[config.mk]
export PLATFORM = sky130hd
export DESIGN_NAME = io_host_bridge
export DESIGN_NICKNAME = d
export VERILOG_FILES = /design/src/rtl/confusedcore_pkg.sv /design/src/rtl/io_out_monitor.sv /design/src/rtl/io_host_bridge.sv
export SDC_FILE = /design/constraint.sdc
export NUM_CORES = 1
export LEC_CHECK = 0
export CAP_MARGIN = 20
export CORE_MARGIN = 2
export CORE_UTILIZATION = 45
export CTS_BUF_LIST = sky130_fd_sc_hd__clkbuf_16
export DETAILED_ROUTE_END_ITERATION = 10
export GPL_TIMING_DRIVEN = 0
export PLACE_DENSITY = 0.84
export SLEW_MARGIN = 20
export SYNTH_ARGS = -nofsm -noshare
export SYNTH_HDL_FRONTEND = slang
export SYNTH_SLANG_ARGS = --single-unit
[constraint.sdc]
create_clock -name clk -period 3.66 [get_ports clk]
set_input_delay 0.732 -clock clk [delete_from_list [all_inputs] [get_ports clk]]
set_output_delay 0.732 -clock clk [all_outputs]
set_load 0.05 [all_outputs]
[src/rtl/confusedcore_pkg.sv]
//------------------------------------------------------------------------------
// Module   : confusedcore_pkg
// Purpose  : Shared constants and the host-bridge state type for the core I/O
//            slice (bus width, program ROM depth, flash word counter width).
// Revision : 1.0  initial release
//------------------------------------------------------------------------------
`default_nettype none

package confusedcore_pkg;

   localparam int DATA_W    = 16;                  // parallel bus width
   localparam int ROM_DEPTH = 256;                 // program words per flash
   localparam int CNT_W     = $clog2(ROM_DEPTH);   // flash word counter width

   typedef enum logic [2:0] {
      IDLE        = 3'd0,
      FL_WAIT     = 3'd1,
      FL_PUSH     = 3'd2,
      FL_GAP      = 3'd3,
      RUN_IDLE    = 3'd4,
      RUN_PRESENT = 3'd5
   } bridge_state_t;

endpackage

`default_nettype wire

[src/rtl/io_out_monitor.sv]
//------------------------------------------------------------------------------
// Module   : io_out_monitor
// Purpose  : Watches the core output port while the bridge is in run mode and
//            reports each change of value as a one-cycle valid pulse with the
//            new value held on the data output afterwards.
// Ports    : clk, reset (async, active-low)
//            i_active  - bridge is in a run-mode state
//            i_sample  - core parallel output port
//            o_valid   - one-cycle pulse, new value captured
//            o_data    - last captured value
// Revision : 1.0  initial release
//------------------------------------------------------------------------------
`default_nettype none

module io_out_monitor #(
   parameter int DATA_W = 16
) (
   input  logic              clk,
   input  logic              reset,
   input  logic              i_active,
   input  logic [DATA_W-1:0] i_sample,
   output logic              o_valid,
   output logic [DATA_W-1:0] o_data
);

   logic              r_active_d;
   logic [DATA_W-1:0] r_cmp;
   logic              r_valid;
   logic [DATA_W-1:0] r_data;

   always_ff @(posedge clk or negedge reset) begin
      if (!reset) begin
         r_active_d <= 1'b0;
         r_cmp      <= '0;
         r_valid    <= 1'b0;
         r_data     <= '0;
      end else begin
         r_active_d <= i_active;
         r_valid    <= 1'b0;
         if (i_active) begin
            // The compare register follows the port every run cycle. In the
            // first run cycle it is only loaded, so the value already on the
            // port when run mode starts is never reported as a change.
            r_cmp <= i_sample;
            if (r_active_d && (i_sample != r_cmp)) begin
               r_data  <= i_sample;
               r_valid <= 1'b1;
            end
         end
      end
   end

   assign o_valid = r_valid;
   assign o_data  = r_data;

endmodule

`default_nettype wire

[src/rtl/io_host_bridge.sv]
//------------------------------------------------------------------------------
// Module   : io_host_bridge
// Purpose  : Bridges a host word stream to the core. In a flash session the
//            host words are pushed to the core as program words with
//            flashEnable high. In run mode the host words answer core input
//            requests over a four-phase handshake. Core output changes are
//            reported back through io_out_monitor.
// Ports    : clk, reset (async, active-low)
//            hostValid/hostReady/hostData  - host word channel
//            flashStart/flashLen/runStart  - session control, sampled in IDLE
//            abort                         - return to IDLE from any state
//            flashEnable/inputReady/parallelIn - to core
//            inputWaiting/parallelOut          - from core
//            outValid/outData                  - captured core output
//            flashDone                         - pulse after last flash word
//            busy                              - not in IDLE
// Revision : 1.0  initial release
//------------------------------------------------------------------------------
`default_nettype none

module io_host_bridge
   import confusedcore_pkg::*;
#(
   parameter int FLASH_GAP = 1,
   parameter int DATA_W    = confusedcore_pkg::DATA_W
) (
   input  logic              clk,
   input  logic              reset,
   input  logic              hostValid,
   output logic              hostReady,
   input  logic [DATA_W-1:0] hostData,
   input  logic              flashStart,
   input  logic [CNT_W-1:0]  flashLen,
   input  logic              runStart,
   input  logic              abort,
   output logic              flashEnable,
   output logic              inputReady,
   input  logic              inputWaiting,
   output logic [DATA_W-1:0] parallelIn,
   input  logic [DATA_W-1:0] parallelOut,
   output logic              outValid,
   output logic [DATA_W-1:0] outData,
   output logic              flashDone,
   output logic              busy
);

   // Gap counter is loaded with FLASH_GAP-1 and the session check fires
   // when it reaches zero, giving exactly FLASH_GAP cycles in FL_GAP.
   localparam logic [3:0] c_GAP_LOAD = 4'((FLASH_GAP > 0) ? (FLASH_GAP - 1) : 0);

   bridge_state_t     r_state;
   logic [CNT_W-1:0]  r_cnt;
   logic [3:0]        r_gap;
   logic [DATA_W-1:0] r_pin;
   logic              r_flash_en;
   logic              r_input_rdy;
   logic              r_flash_done;

   logic              w_flash_check;
   logic              w_run_active;

   // End of the post-push gap: decide between the next word and session end.
   assign w_flash_check = ((r_state == FL_PUSH) && (FLASH_GAP == 0)) ||
                          ((r_state == FL_GAP)  && (r_gap == 4'd0));

   assign w_run_active  = (r_state == RUN_IDLE) || (r_state == RUN_PRESENT);

   always_ff @(posedge clk or negedge reset) begin
      if (!reset) begin
         r_state      <= IDLE;
         r_cnt        <= '0;
         r_gap        <= 4'd0;
         r_pin        <= '0;
         r_flash_en   <= 1'b0;
         r_input_rdy  <= 1'b0;
         r_flash_done <= 1'b0;
      end else begin
         r_flash_done <= 1'b0;
         if (abort) begin
            // No flashDone here: an aborted session is not a completed one.
            r_state     <= IDLE;
            r_flash_en  <= 1'b0;
            r_input_rdy <= 1'b0;
         end else begin
            case (r_state)
               IDLE: begin
                  if (flashStart) begin
                     r_state    <= FL_WAIT;
                     r_cnt      <= flashLen;
                     r_flash_en <= 1'b1;
                  end else if (runStart) begin
                     r_state <= RUN_IDLE;
                  end
               end
               FL_WAIT: begin
                  if (hostValid) begin
                     r_pin       <= hostData;
                     r_input_rdy <= 1'b1;
                     r_state     <= FL_PUSH;
                  end
               end
               FL_PUSH: begin
                  r_input_rdy <= 1'b0;
                  if (FLASH_GAP > 0) begin
                     r_state <= FL_GAP;
                     r_gap   <= c_GAP_LOAD;
                  end
               end
               FL_GAP: begin
                  if (r_gap != 4'd0) begin
                     r_gap <= r_gap - 4'd1;
                  end
               end
               RUN_IDLE: begin
                  if (hostValid && inputWaiting) begin
                     r_pin       <= hostData;
                     r_input_rdy <= 1'b1;
                     r_state     <= RUN_PRESENT;
                  end
               end
               RUN_PRESENT: begin
                  if (!inputWaiting) begin
                     r_input_rdy <= 1'b0;
                     r_state     <= RUN_IDLE;
                  end
               end
               default: begin
                  r_state <= IDLE;
               end
            endcase

            // Counter holds the number of words still to come after the
            // current one, so zero here means the session is complete.
            if (w_flash_check) begin
               if (r_cnt != '0) begin
                  r_cnt   <= r_cnt - CNT_W'(1);
                  r_state <= FL_WAIT;
               end else begin
                  r_flash_en   <= 1'b0;
                  r_flash_done <= 1'b1;
                  r_state      <= RUN_IDLE;
               end
            end
         end
      end
   end

   // abort gates the core/host strobes in the same cycle so that a word
   // presented alongside abort is never consumed.
   assign hostReady   = !abort && ((r_state == FL_WAIT) ||
                                   ((r_state == RUN_IDLE) && inputWaiting));
   assign flashEnable = r_flash_en  && !abort;
   assign inputReady  = r_input_rdy && !abort;
   assign parallelIn  = r_pin;
   assign flashDone   = r_flash_done;
   assign busy        = (r_state != IDLE);

   io_out_monitor #(
      .DATA_W (DATA_W)
   ) u_out_monitor (
      .clk      (clk),
      .reset    (reset),
      .i_active (w_run_active),
      .i_sample (parallelOut),
      .o_valid  (outValid),
      .o_data   (outData)
   );

endmodule

`default_nettype wire
==> out/results.txt, run 1 <==
The cell total after placement was 451; the global-route wire length before repair was 11990 um. The worst endpoint data arrival time was 2620 ps; the routed length per instance was 15.87 um. In this run the critical register-to-register path is launched from r_cnt[0].

For the required time at the worst-slack endpoint, the log shows 2930 ps. A synthesized cell averages 12.27 um^2. On the worst path, the slowest cell contributes a delay of 840 ps. The tightest min-delay check is of the in2async type. The DRC violation count after routing was 0. 85 I/O pins were placed.

The run gives 0.4592 as the initial core utilization. The logs give 312.6 ps for the final worst-path setup slack and 0 for the final global-route overflow total. The number of antenna violations at the first check in global routing is 0. In this run, post-CTS repair resized a total of 0 instances.

The logs give 0.6253 for the relative max-transition margin and 302.9 ps for the post-placement worst setup slack. The run gives 0.1975 as the total track usage. Dominant delay contributor by cell family on the critical path: buffers and inverters. At the end of routability-driven placement, the weighted congestion stood at 0.8695.

Along the worst path, the maximum fanout reaches 5. Across the VDD grid, the largest voltage drop is 0.0007093 V. The overall power after layout is 4.258 mW. The number of pins exceeding their max-slew limit in the final report came out at 0. The setup path with the least slack is of type in2out.

After the last flow step, the layout net total stands at 414. The analysis attributes to cell leakage a power of 1.922 nW. The nature of the critical path startpoint is a primary input. The CTS H-tree depth is 3, and the count of TritonRoute iterations in the first routing pass is 4. The number of setup buffers added after CTS is 0. For the setup clock skew after layout, the log shows 8.456 ps. The final hold violation count is 0. The tools report the root cell of the clock tree as sky130_fd_sc_hd__clkbuf_16. The critical path goes through clkdlybuf4s50_1, nor2b_1, mux2i_1, nor3_2, clkdlybuf4s50_1. Derived from the worst setup path, the maximum achievable clock frequency is 0.2987 GHz. Counting every instance in the synthesized netlist gives 267.

The logs give 0 for the final antenna-violating net count and 0 for the total number of yosys warnings. For this run, the leading register cell type out of synthesis is sky130_fd_sc_hd__dfrtp_1. For the number of global-route vias before repair, the log shows 2514. Detailed placement finished with a half-perimeter wire length of 5336 um. The fraction of registers with async set or reset after synthesis is 1.000. Once layout is complete, the cells apart from fillers number 467.

The run gives 7410 um as the total wire length after detailed routing. In the routed layout, each cell is associated on average with a via count of 5.351. The fraction of the core area covered by cells at the end of the flow was 0.6376. Among all stages on the critical path, the largest delay is contributed by sky130_fd_sc_hd__clkdlybuf4s50_1. During placement, the flow inserted port buffers numbering 84. The synthesized design contains 68 register bits. The number of buffers created by CTS is 9, and the overall via count from detail_route is 2499.

Entering global routing, the biggest net connects 38 pins. Setup repair after global routing left no endpoint under its margin. The largest area contributor in the synthesized netlist was sky130_fd_sc_hd__dfrtp_1. The worst setup path is captured at a primary output.

Counting instances in the post-synthesis netlist gives the leading cell types as 68 x sky130_fd_sc_hd__dfrtp_1, 40 x sky130_fd_sc_hd__mux2_2, 16 x sky130_fd_sc_hd__xor2_1. The initialized floorplan defines 31 standard-cell rows. Area share of the largest cell type after synthesis: 0.5193.

The launch point of the critical path is inputWaiting. The final critical-path required period is 3347 ps. Dominant cell by count in the synthesized netlist: sky130_fd_sc_hd__dfrtp_1. The run gives 159 as the number of violations reported at the end of detailed-routing iteration 0. The clock transition at the registers of the reported paths is 60 ps. The register-to-register setup slack is 1540 ps, and the number of buffer and inverter stages on the critical path is 2. Counting the fill cells in the layout gives 573. The repair_antennas step left the layout with diodes totalling 0. The share of the clock period used by the worst path is 0.9146. The vertical die dimension works out to 89.34 um. Compared with the post-synthesis result, the final layout area differs by 38.87%. Area of the die: 0.007981 mm^2. In this run, synthesis inferred 0 flip-flops with an integrated enable. Counting every sink on the clock net gives 68.

The tools report the count of distinct cell types in the synthesized netlist as 47. The number of max-cap violations came out at 0. The chip width is 89.34 um, and the pin slew with the least headroom to its limit is 554.3 ps. The clock reaches the later pin of the worst-skew pair after 320 ps. Number of setup violations in the final report: 0. By area the synthesized netlist is led by sky130_fd_sc_hd__dfrtp_1 52%, sky130_fd_sc_hd__mux2_2 14%, sky130_fd_sc_hd__xor2_1 4.3%. The run gives 0.003277 mm^2 as the cell area after technology mapping.

For this design the ratio of total power to cell area is 935.8 mW/mm^2. The clock passes through at most 2 buffers. The fraction of the yosys area taken by sequential cells was 0.5193.

Post-synthesis net count: 318. The flow ran to the end, and the final reports show no timing, DRC or antenna violations. For this design, the CTS-stage hold fixing added 0 buffers. The total area inside the core boundary comes to 0.007137 mm^2.

The cell that appears most often on the critical path is sky130_fd_sc_hd__clkdlybuf4s50_1. The ratio of cells with drive above 1 in the final layout came out at 0.2255. TritonCTS built the clock tree.
## state kept, by name (all words and copies together) (netlist names)
register and count:
u_out_monitor.o_data 16, flashDone 1, r_cnt 8, parallelIn 16, r_gap 4, r_state 3
u_out_monitor.r_cmp 16, r_input_rdy 1, u_out_monitor.o_valid 1, u_out_monitor.r_active_d 1, r_flash_en 1
## logic make-up after synthesis
family          count (synthesis)  synth area share
simple gates                   53           0.09432
flops                          68            0.5193
xor+xnor                       16           0.04276
mux                            51            0.1848
buf+inv                        22           0.03551
compound gates                 53            0.1081
fa+ha+maj                       4           0.01527
## worst paths after layout
kind | to | cells after the start
worst max-delay path | hostReady | 5
worst min-delay path | r_cnt[6] | 1
worst max register to register | r_state[0] | 6
worst min register to register | parallelIn[8] | 1
max in group asynchronous | u_out_monitor.o_data[12] | 2
min in group clk | parallelIn[8] | 1
## worst reg2reg max path: cells and delay by family (launching register included)
kind            cells  cell delay [ps]
flops               1              410
simple gates        1              480
compound gates      3              780
fa+ha+maj           1              200
buf+inv             1              120
## per-stage QoR
step | cell area (um^2) | TNS (ps) | hold slack, ps
2_1_floorplan | 3277 | 0 | 436.4
3_3_place_gp | 4242 | -31400 | 486.7
3_5_place_dp | 4259 | 0 | 493.7
4_1_cts | 4551 | 0 | 362.8
5_1_grt | 4551 | 0 | 371.2
6_report | 4551 | 0 | 341.7
## report_power, final
group / total [mW] / switching, mW / internal (mW) / leakage (nW)
Clock: 0.837 / 0.314 / 0.523 / 0.137
Combinational: 2.09 / 1.21 / 0.881 / 0.948
Sequential: 1.33 / 0.234 / 1.10 / 0.837
Total: 4.26 / 1.75 / 2.50 / 1.92
## final cells by class
type                            instances  area [um^2]  share of cell area
Clock inverter                          7        66.31             0.01457
Sequential cell                        68         1702              0.3739
Inverter                               10        37.54            0.008249
Timing Repair Buffer                   85        858.3              0.1886
Clock buffer                            9        225.2             0.04949
Tap cell                               99        123.9             0.02722
Multi-Input combinational cell        177         1459              0.3206
Buffer                                 12        78.83             0.01732
## metal layers
layer | vias to the layer above | global-route usage | routed length [um]
li1 | 1164 | - | -
met1 | 1253 | 0.2560 | 3071
met2 | 69 | 0.3259 | 3901
met3 | 13 | 0.04617 | 345
met4 | 0 | 0.06920 | 92
met5 | - | 0 | 0
## cells in the final DEF, fill, tap and decap left out, types with 6 or more instances in the layout
master                            instances
sky130_fd_sc_hd__o31ai_1                  6
sky130_fd_sc_hd__a21oi_1                 14
sky130_fd_sc_hd__dfrtp_1                 68
sky130_fd_sc_hd__mux2_4                   9
sky130_fd_sc_hd__inv_1                   10
sky130_fd_sc_hd__mux2_2                  40
sky130_fd_sc_hd__clkbuf_16                9
sky130_fd_sc_hd__nor2_1                  10
sky130_fd_sc_hd__buf_2                    8
sky130_fd_sc_hd__nand2_1                  8
sky130_fd_sc_hd__clkdlybuf4s50_1         83
sky130_fd_sc_hd__o21ai_0                  8
sky130_fd_sc_hd__xor2_1                  16
(Power assumes the default switching activity.)
==> inputs of run 2 (changes only) <==
- CORE_MARGIN: 2 -> unset
- clock period: 3.66 -> 3.3 ns (I/O delays scaled with it)
==> run 2 against run 1 <==
Sequential power is 11% higher. Die area is 4.4% lower. Cell count is 0.64% lower.
==> out/results.txt, run 2 (synthesis results as in run 1) <==
The vertical die dimension was 87.34 um (was 89.34 um). The number of buffers created by CTS is 9 (unchanged). The number of pins exceeding their max-slew limit in the final report is 0 (unchanged), and the setup clock skew after layout is 6.443 ps (was 8.456 ps). The clock transition at the registers of the reported paths works out to 60 ps (about the same). The mean number of vias per cell is 5.438 (was 5.351), and the number of max-cap violations is 0 (unchanged). The worst endpoint data arrival time was 2590 ps (was 2620 ps).

Most used cells in the layout excluding fill and tap cells: 83 x sky130_fd_sc_hd__clkdlybuf4s50_1, 68 x sky130_fd_sc_hd__dfrtp_1, 40 x sky130_fd_sc_hd__mux2_2 (unchanged). The count of port buffers added during placement was 84 (unchanged). The run finished with clean final reports. Root cell of the clock tree: sky130_fd_sc_hd__clkbuf_16 (unchanged). The CTS H-tree depth came out at 3 (unchanged). The final antenna-violating net count was 0 (unchanged).

The dominant delay contributor by cell family on the critical path was buffers and inverters (unchanged). The final net count is 414 (unchanged), and the final global-route overflow total is 0 (unchanged). The post-placement worst setup slack was 87.81 ps (was 302.9 ps). The final standard cell area without fillers was 0.004603 mm^2 (was 0.004551 mm^2); the register-to-register setup slack was 1100 ps (was 1540 ps). The classification of the worst setup path is in2out (unchanged). The I/O pin count was 85 (unchanged); the initial core utilization was 0.4745 (was 0.4592). The share of the clock period used by the worst path was 0.9835. Most common library cell in the layout ignoring fill and taps: sky130_fd_sc_hd__clkdlybuf4s50_1 (unchanged).

The total clock sinks was 68 (unchanged). The run gives 50 (was 38) as the pin count of the biggest net entering global routing. The overall power after layout is 4.902 mW (was 4.258 mW), and the number of setup violations in the final report is 0 (unchanged).

The run gives 0 ps (unchanged) as the post-route setup TNS. The area of the die is 0.007627 mm^2 (was 0.007981 mm^2), and the buffer count from post-CTS setup fixing is 0 (unchanged). The antenna cell count was 0 (unchanged). The core area came out at 0.006907 mm^2 (was 0.007137 mm^2). The ratio of cells with drive above 1 in the final layout came out at 0.2255 (unchanged). The final worst-path setup slack was 54.58 ps (was 312.6 ps); the power per cell area was 1065 mW/mm^2 (was 935.8 mW/mm^2). For the total wire length after detailed routing, the log shows 7432 um (was 7410 um).

The tools report the sort of element at the end of the critical path as a primary output (unchanged). Library cell contributing the largest single delay on the critical path: sky130_fd_sc_hd__clkdlybuf4s50_1 (unchanged). The pin slew with the least headroom to its limit was 703.9 ps (was 554.3 ps); the hold buffer count at cts was 0 (unchanged).

The run gives 0 (unchanged) as the number of antenna violations at the first check in global routing. The total stage count of the critical path is 5 (unchanged). The run gives 0 (unchanged) as the final hold violation count. The run gives 5210 um (was 5336 um) as the placed wire-length estimate after detailed placement. The maximum fanout along the worst path is 5 (unchanged), and the routed length per instance is 16.02 um (was 15.87 um).

The routed design could run at a clock period as short as 3245 ps. The number of global-route vias before repair was 2601 (was 2514). Setup repair after global routing left no endpoint under its margin. Nature of the critical path startpoint: a primary input (unchanged).

The required time at the worst-slack endpoint was 2640 ps (was 2930 ps). The cell occurring most often along the worst timing path was sky130_fd_sc_hd__clkdlybuf4s50_1 (unchanged). For the overall via count from detail_route, the log shows 2523 (was 2499). The area added between synthesis and finish was 40.47% (was 38.87%). TritonCTS built the clock tree.

The class of the tightest hold or removal check is in2async (unchanged). The clock latency on the worst-skew pair is 330 ps (was 320 ps). The relative max-transition margin came out at 0.5241 (was 0.6253).

The count of TritonRoute iterations in the first routing pass is 4 (unchanged). The startpoint of the worst-slack reg-to-reg timing path is r_cnt[0] (unchanged). The peak per-stage delay on the critical path is 840 ps (about the same), and the maximum vdd drop is 0.0007613 V (was 0.0007093 V). The endpoint of the most critical register-to-register path was r_state[0] (unchanged). The standard-cell row count was 30 (was 31). The total track usage was 0.2180 (was 0.1975). The global-route wire length before repair is 12470 um (was 11990 um), and the number of buffer and inverter stages on the critical path is 2 (unchanged).

The tools report the last weighted congestion value of the routability-driven placer as 0.8705 (was 0.8695). The number of cells traversed by the worst register-to-register path is 6 (unchanged), and the cell area reported after detailed placement is 0.004263 mm^2 (was 0.004259 mm^2). The logs give 2 (unchanged) for the maximum root-to-sink buffer count and 207 (was 159) for the number of violations reported at the end of detailed-routing iteration 0. The chip width is 87.34 um (was 89.34 um). The logs give 0.3081 GHz for the highest clock rate and 203.5 ps (was 341.7 ps) for the worst slack on hold paths. The tools report the DRC violation count after routing as 0 (unchanged).

Series of cell instances along the critical path: clkdlybuf4s50_1, nor2b_1, mux2i_1, nor3_2, clkdlybuf4s50_1 (unchanged). Post-CTS resize count: 0 (unchanged). The cell leakage power is 1.957 nW (was 1.922 nW).
## run 2: worst reg2reg max path: cells and delay by family, from the launching register on
kind	cells	cell delay [ps]
compound gates	3	780
fa+ha+maj	1	200
buf+inv	1	110
flops	1	410
simple gates	1	600
## run 2: per-stage QoR
step	cells	utilization
2_1_floorplan	267	-
3_3_place_gp	447	0.6136
3_5_place_dp	448	0.6172
4_1_cts	464	0.6665
5_1_grt	464	0.6665
6_report	464	0.6665
## run 2: worst max path at each step
stage                            start       endpoint  slack (ps)
final                     inputWaiting      hostReady          50
after global routing      inputWaiting      hostReady           2
after CTS                 inputWaiting      hostReady          60
after detailed placement  inputWaiting      hostReady          90
after global placement           reset       r_cnt[6]        -700
after floorplan           inputWaiting  parallelIn[0]         890
## run 2: final cells by class
class,count,area (um^2)
Buffer,12,78.83
Clock buffer,9,225.2
Clock inverter,7,115.1
Fill cell,524,2303
Inverter,10,37.54
Multi-Input combinational cell,177,1459
Sequential cell,68,1702
Tap cell,96,120.1
Timing Repair Buffer,85,865.8
## run 2: report_power, final
part	internal [mW]	switching [mW]	leakage, nW
Clock	0.736	0.359	0.169
Combinational	0.978	1.35	0.951
Sequential	1.22	0.264	0.837
## run 2: routing by layer
layer  part of all wire  vias to the layer above  GRT usage
li1                   -                     1164          -
met1               0.42                     1245     0.2696
met2               0.50                       96     0.3509
met3              0.058                       18    0.06351
met4              0.024                        0     0.1043
met5                  0                        -          0
==> RTL change 1: new RTL, flow settings as in run 1 <==
`DATA_W` is set to 16 in 2 places; all go to 32.
--- a/src/rtl/confusedcore_pkg.sv
+++ b/src/rtl/confusedcore_pkg.sv
@@ -8,7 +8,7 @@
 
 package confusedcore_pkg;
 
-   localparam int DATA_W    = 16;                  // parallel bus width
+   localparam int DATA_W    = 32;                  // parallel bus width
    localparam int ROM_DEPTH = 256;                 // program words per flash
    localparam int CNT_W     = $clog2(ROM_DEPTH);   // flash word counter width
 
--- a/src/rtl/io_out_monitor.sv
+++ b/src/rtl/io_out_monitor.sv
@@ -13,7 +13,7 @@
 `default_nettype none
 
 module io_out_monitor #(
-   parameter int DATA_W = 16
+   parameter int DATA_W = 32
 ) (
    input  logic              clk,
    input  logic              reset,
Ports: changed (resized hostData, outData, parallelIn and parallelOut); port bits go from 85 to 149. No check against the original RTL was run, so the function may have changed too.
==> RTL change 1 against run 1 <==
Total power rose by 83%. Sequential cell count grew 48. Setup slack gained 190 ps. Non-clock buffer count up 68. Cell area rose by 65%. Routed wire length rose by 70%. Via count rose by 50%. Count of clock-buffer cells in the layout up 8. Maximum frequency increased by 6.1%. Area after synthesis grew 62%. Sequential share of layout area is 1.2 points higher. Critical path type unchanged.
==> RTL change 1: results (changes against run 1) <==
[clock_network]
worstSkewPairLatency_ps = 410  ; was 320 ps
h-tree-depth = 4  ; was 3
cts_buffers = 17  ; was 9

[global_routing]
grtUsageMet1 = 0.260  ; was 0.256
use_met3 = 0.0643  ; was 0.0462
grt_pass1_vias = 4095  ; was 2514
grt_pass1_wl_mm = 20.9  ; was 12.0 mm
use_met2 = 0.343  ; was 0.326
grt_use_total = 0.211  ; was 0.198

[outcome]
outcome = finished, final reports clean  ; unchanged

[final_layout]
final_nets = 637  ; was 414
final.fill_count = 842  ; was 573
drive_gt1_frac = 0.257  ; was 0.226

[pwr]
internal_power_w = 0.00459  ; was 0.00250 W
peakVddDrop_v = 0.000700  ; was 0.000709 V
power.leakage_nw = 3.12  ; was 1.92 nW

[routing]
wirelength_mm = 12.6  ; was 7.41 mm
vias = 3757  ; was 2499
dr.first_iter.drc_count = 173  ; was 159

[setup_path]
worstPathArrival_ps = 2420  ; was 2620 ps
rr_worst_depth = 7  ; was 6
r2r_slack_ps = 1500  ; was 1540 ps
r2r-end = r_cnt[2]$_DFFE_PN0N_  ; was r_state[0]$_DFFE_PN0P_

[sta]
worst_pin_slew_ps = 630  ; was 554 ps
clock_skew_ps = 14.3  ; was 8.46 ps

[synthesis]
synth.area.mux_share = 0.226  ; was 0.185
seq_area_frac_synth = 0.547  ; was 0.519
ys_top_cells_by_area = dfrtp_1, mux2_2, mux2_4  ; was dfrtp_1, mux2_2, xor2_1
avgSynthCellArea_um2 = 13.7  ; was 12.3 um2
synth_compound_area_frac = 0.0705  ; was 0.108
synth_fa_ha_area_frac = 0.00943  ; was 0.0153
synth_commonest_cells = dfrtp_1, mux2_2, xnor2_1  ; was dfrtp_1, mux2_2, xor2_1
synth_xor_area_frac = 0.0528  ; was 0.0428
syn-num-nets = 470  ; was 318

[place]
place_hpwl_mm = 9.00  ; was 5.34 mm
port_buffers = 147  ; was 84
globalplace.congestion = 0.851  ; was 0.870
placed_cells = 678  ; was 451

-- RTL change 1: power by group through the flow --
stage	Combinational, W	Clock [W]	Sequential [W]
global placement	0.00387	0	0.00230
floorplan	0.00148	0	0.00356
detailed placement	0.00395	0	0.00234
CTS	0.00398	0.00154	0.00233
finish	0.00395	0.00151	0.00233
global route	0.00416	0.00159	0.00241
-- RTL change 1: cell type report --
type,instances,area [um2],share of cell area
buffer,17,103,0.0137
clock buffer,17,425,0.0566
clock inverter,12,103,0.0137
inverter,11,41.3,0.00549
multi-input combinational,243,2260,0.301
sequential,116,2900,0.386
tap,143,179,0.0238
timing repair buffer,148,1500,0.200
-- RTL change 1: worst max path at each step --
stage | from | endpoint | slack [ps] | cells past startpoint
final | inputWaiting | hostReady | 500 | 4
after global routing | inputWaiting | hostReady | 400 | 4
after CTS | inputWaiting | hostReady | 490 | 4
after detailed placement | inputWaiting | hostReady | 490 | 4
after global placement | reset | r_cnt[0]$_DFFE_PN0N_ | -2460 | 1
after floorplan | abort | parallelIn[10]$_DFFE_PN0P_ | 960 | 6
-- RTL change 1: metal layers --
layer,wire length [um],vias to the layer above
li1,-,1724
met1,5230,1899
met2,6420,106
met3,668,28
met4,277,0
met5,0,-
-- RTL change 1: stage by stage --
stage	hold WS [ps]	cell area, um2	utilization	setup slack (ps)
after floorplan	436	5310	-	963
after global placement	488	6960	0.607	-2460
after detailed placement	492	6990	0.609	491
after CTS	330	7510	0.655	488
after global routing	363	7510	0.655	401
final	319	7510	0.655	504
-- RTL change 1: worst reg2reg max path, delay by kind of cell (launching register included) --
| family | cells | cell delay [ps] |
|---|---|---|
| compound gates | 4 | 820 |
| simple gates | 1 | 510 |
| flops | 1 | 410 |
| buf+inv | 1 | 130 |
| fa+ha+maj | 1 | 180 |
-- RTL change 1: logic make-up (layout without fill, tap and decap cells) --
group                      after synthesis  after routing
and+or+nand+nor                         57             57
adders and majority gates                4              4
buffers and inverters                   28            205
AOI/OAI and AO/OA                       53             53
DFF                                    116            116
xor gates and xnor gates                32             32
muxes                                   97             97
==> RTL change 2: new RTL, flow settings as in run 1 <==
Without the edit above. Re-encode `bridge_state_t` (6 states) as one-hot, 6 bits wide.
--- a/src/rtl/confusedcore_pkg.sv
+++ b/src/rtl/confusedcore_pkg.sv
@@ -12,13 +12,13 @@
    localparam int ROM_DEPTH = 256;                 // program words per flash
    localparam int CNT_W     = $clog2(ROM_DEPTH);   // flash word counter width
 
-   typedef enum logic [2:0] {
-      IDLE        = 3'd0,
-      FL_WAIT     = 3'd1,
-      FL_PUSH     = 3'd2,
-      FL_GAP      = 3'd3,
-      RUN_IDLE    = 3'd4,
-      RUN_PRESENT = 3'd5
+   typedef enum logic [5:0] {
+      IDLE        = 6'b000001,
+      FL_WAIT     = 6'b000010,
+      FL_PUSH     = 6'b000100,
+      FL_GAP      = 6'b001000,
+      RUN_IDLE    = 6'b010000,
+      RUN_PRESENT = 6'b100000
    } bridge_state_t;
 
 endpackage
Check against the original RTL: same outputs for any inputs over 10 cycles, from zero or initial values and one cycle with reset low; not proved beyond that.
==> RTL change 2 against run 1 <==
Total power shrank 28%. Cell count grew 4.1%. Cell area grew 2.7%. Via count grew 3.3%. Hold slack lost 94 ps. Routed wire length shrank 1.3%. Sequential cell count grew 3. Die area grew 3.5%. Sequential share of layout area grew 0.65 points. Area after synthesis grew 3.6%. Setup slack lost 140 ps. Critical path type unchanged. Largest cell class unchanged.
==> RTL change 2: results (changes against run 1) <==
[pwr]
switching_share = 0.368  ; was 0.412
p_sw_w = 0.00113  ; was 0.00175 W
pg_comb_w = 0.00108  ; was 0.00209 W

[global_routing]
grt_max_degree = 60  ; was 38
grt_pass1_vias = 2711  ; was 2514

[routing]
dr.first_iter.drc_count = 82  ; was 159
wirelength_mm = 7.32  ; was 7.41 mm

[place]
globalplace.congestion = 0.874  ; was 0.870
place_area_um2 = 4390  ; was 4260 um2

[setup_path]
crit_start = abort  ; was inputWaiting
reg2reg_from = r_state[2]$_DFFE_PN0P_  ; was r_cnt[0]$_DFFE_PN0N_
r2r_slack_ps = 1300  ; was 1540 ps

[sta]
setup_slack_ps = 177  ; was 313 ps
whs_ps = 248  ; was 342 ps
slew_headroom = 0.622  ; was 0.625
clock_skew_ps = 10.0  ; was 8.46 ps

[synthesis]
synth_compound_area_frac = 0.0844  ; was 0.108
synth_fa_ha_area_frac = 0.0147  ; was 0.0153
synth.area.mux_share = 0.162  ; was 0.185
synth_xor_area_frac = 0.0490  ; was 0.0428
ys_top_cells_by_area = dfrtp_1, mux2_1, mux2_2  ; was dfrtp_1, mux2_2, xor2_1
syn-num-nets = 337  ; was 318

[final_layout]
final.fill_count = 593  ; was 573
final_nets = 433  ; was 414

[outcome]
outcome = finished, final reports clean  ; unchanged

RTL change 2: changes by cell type after synthesis, sizes merged, moves of 3 or more:
cell / delta
nor2: +7
a21oi: -5
and3: +4
o31ai: -4
buf: -3
clkbuf: +3
nand2: -3
nand3b: +3
nor4: +3
xnor2: +3
RTL change 2: per-layer routing:
metal	up-vias	wire (um)	track usage
li1	1237	-	-
met4	0	89	0.0657
met1	1260	3330	0.236
met5	-	0	0
met3	10	324	0.0384
met2	74	3580	0.325
RTL change 2: area by class of cell:
cell class | instances | area, um2 | area share
flip-flops and latches | 71 | 1780 | 0.380
multi-input cells | 191 | 1510 | 0.323
repair buffers | 85 | 866 | 0.185
clock buffers | 9 | 225 | 0.0482
well taps | 99 | 124 | 0.0265
plain buffers | 12 | 65.1 | 0.0139
clock inverters | 7 | 61.3 | 0.0131
inverters | 12 | 45.0 | 0.00964
RTL change 2: worst max-delay path, delay by kind of cell:
family / cells / cell delay [ps]
buf+inv: 4 / 1910
simple gates: 1 / 100
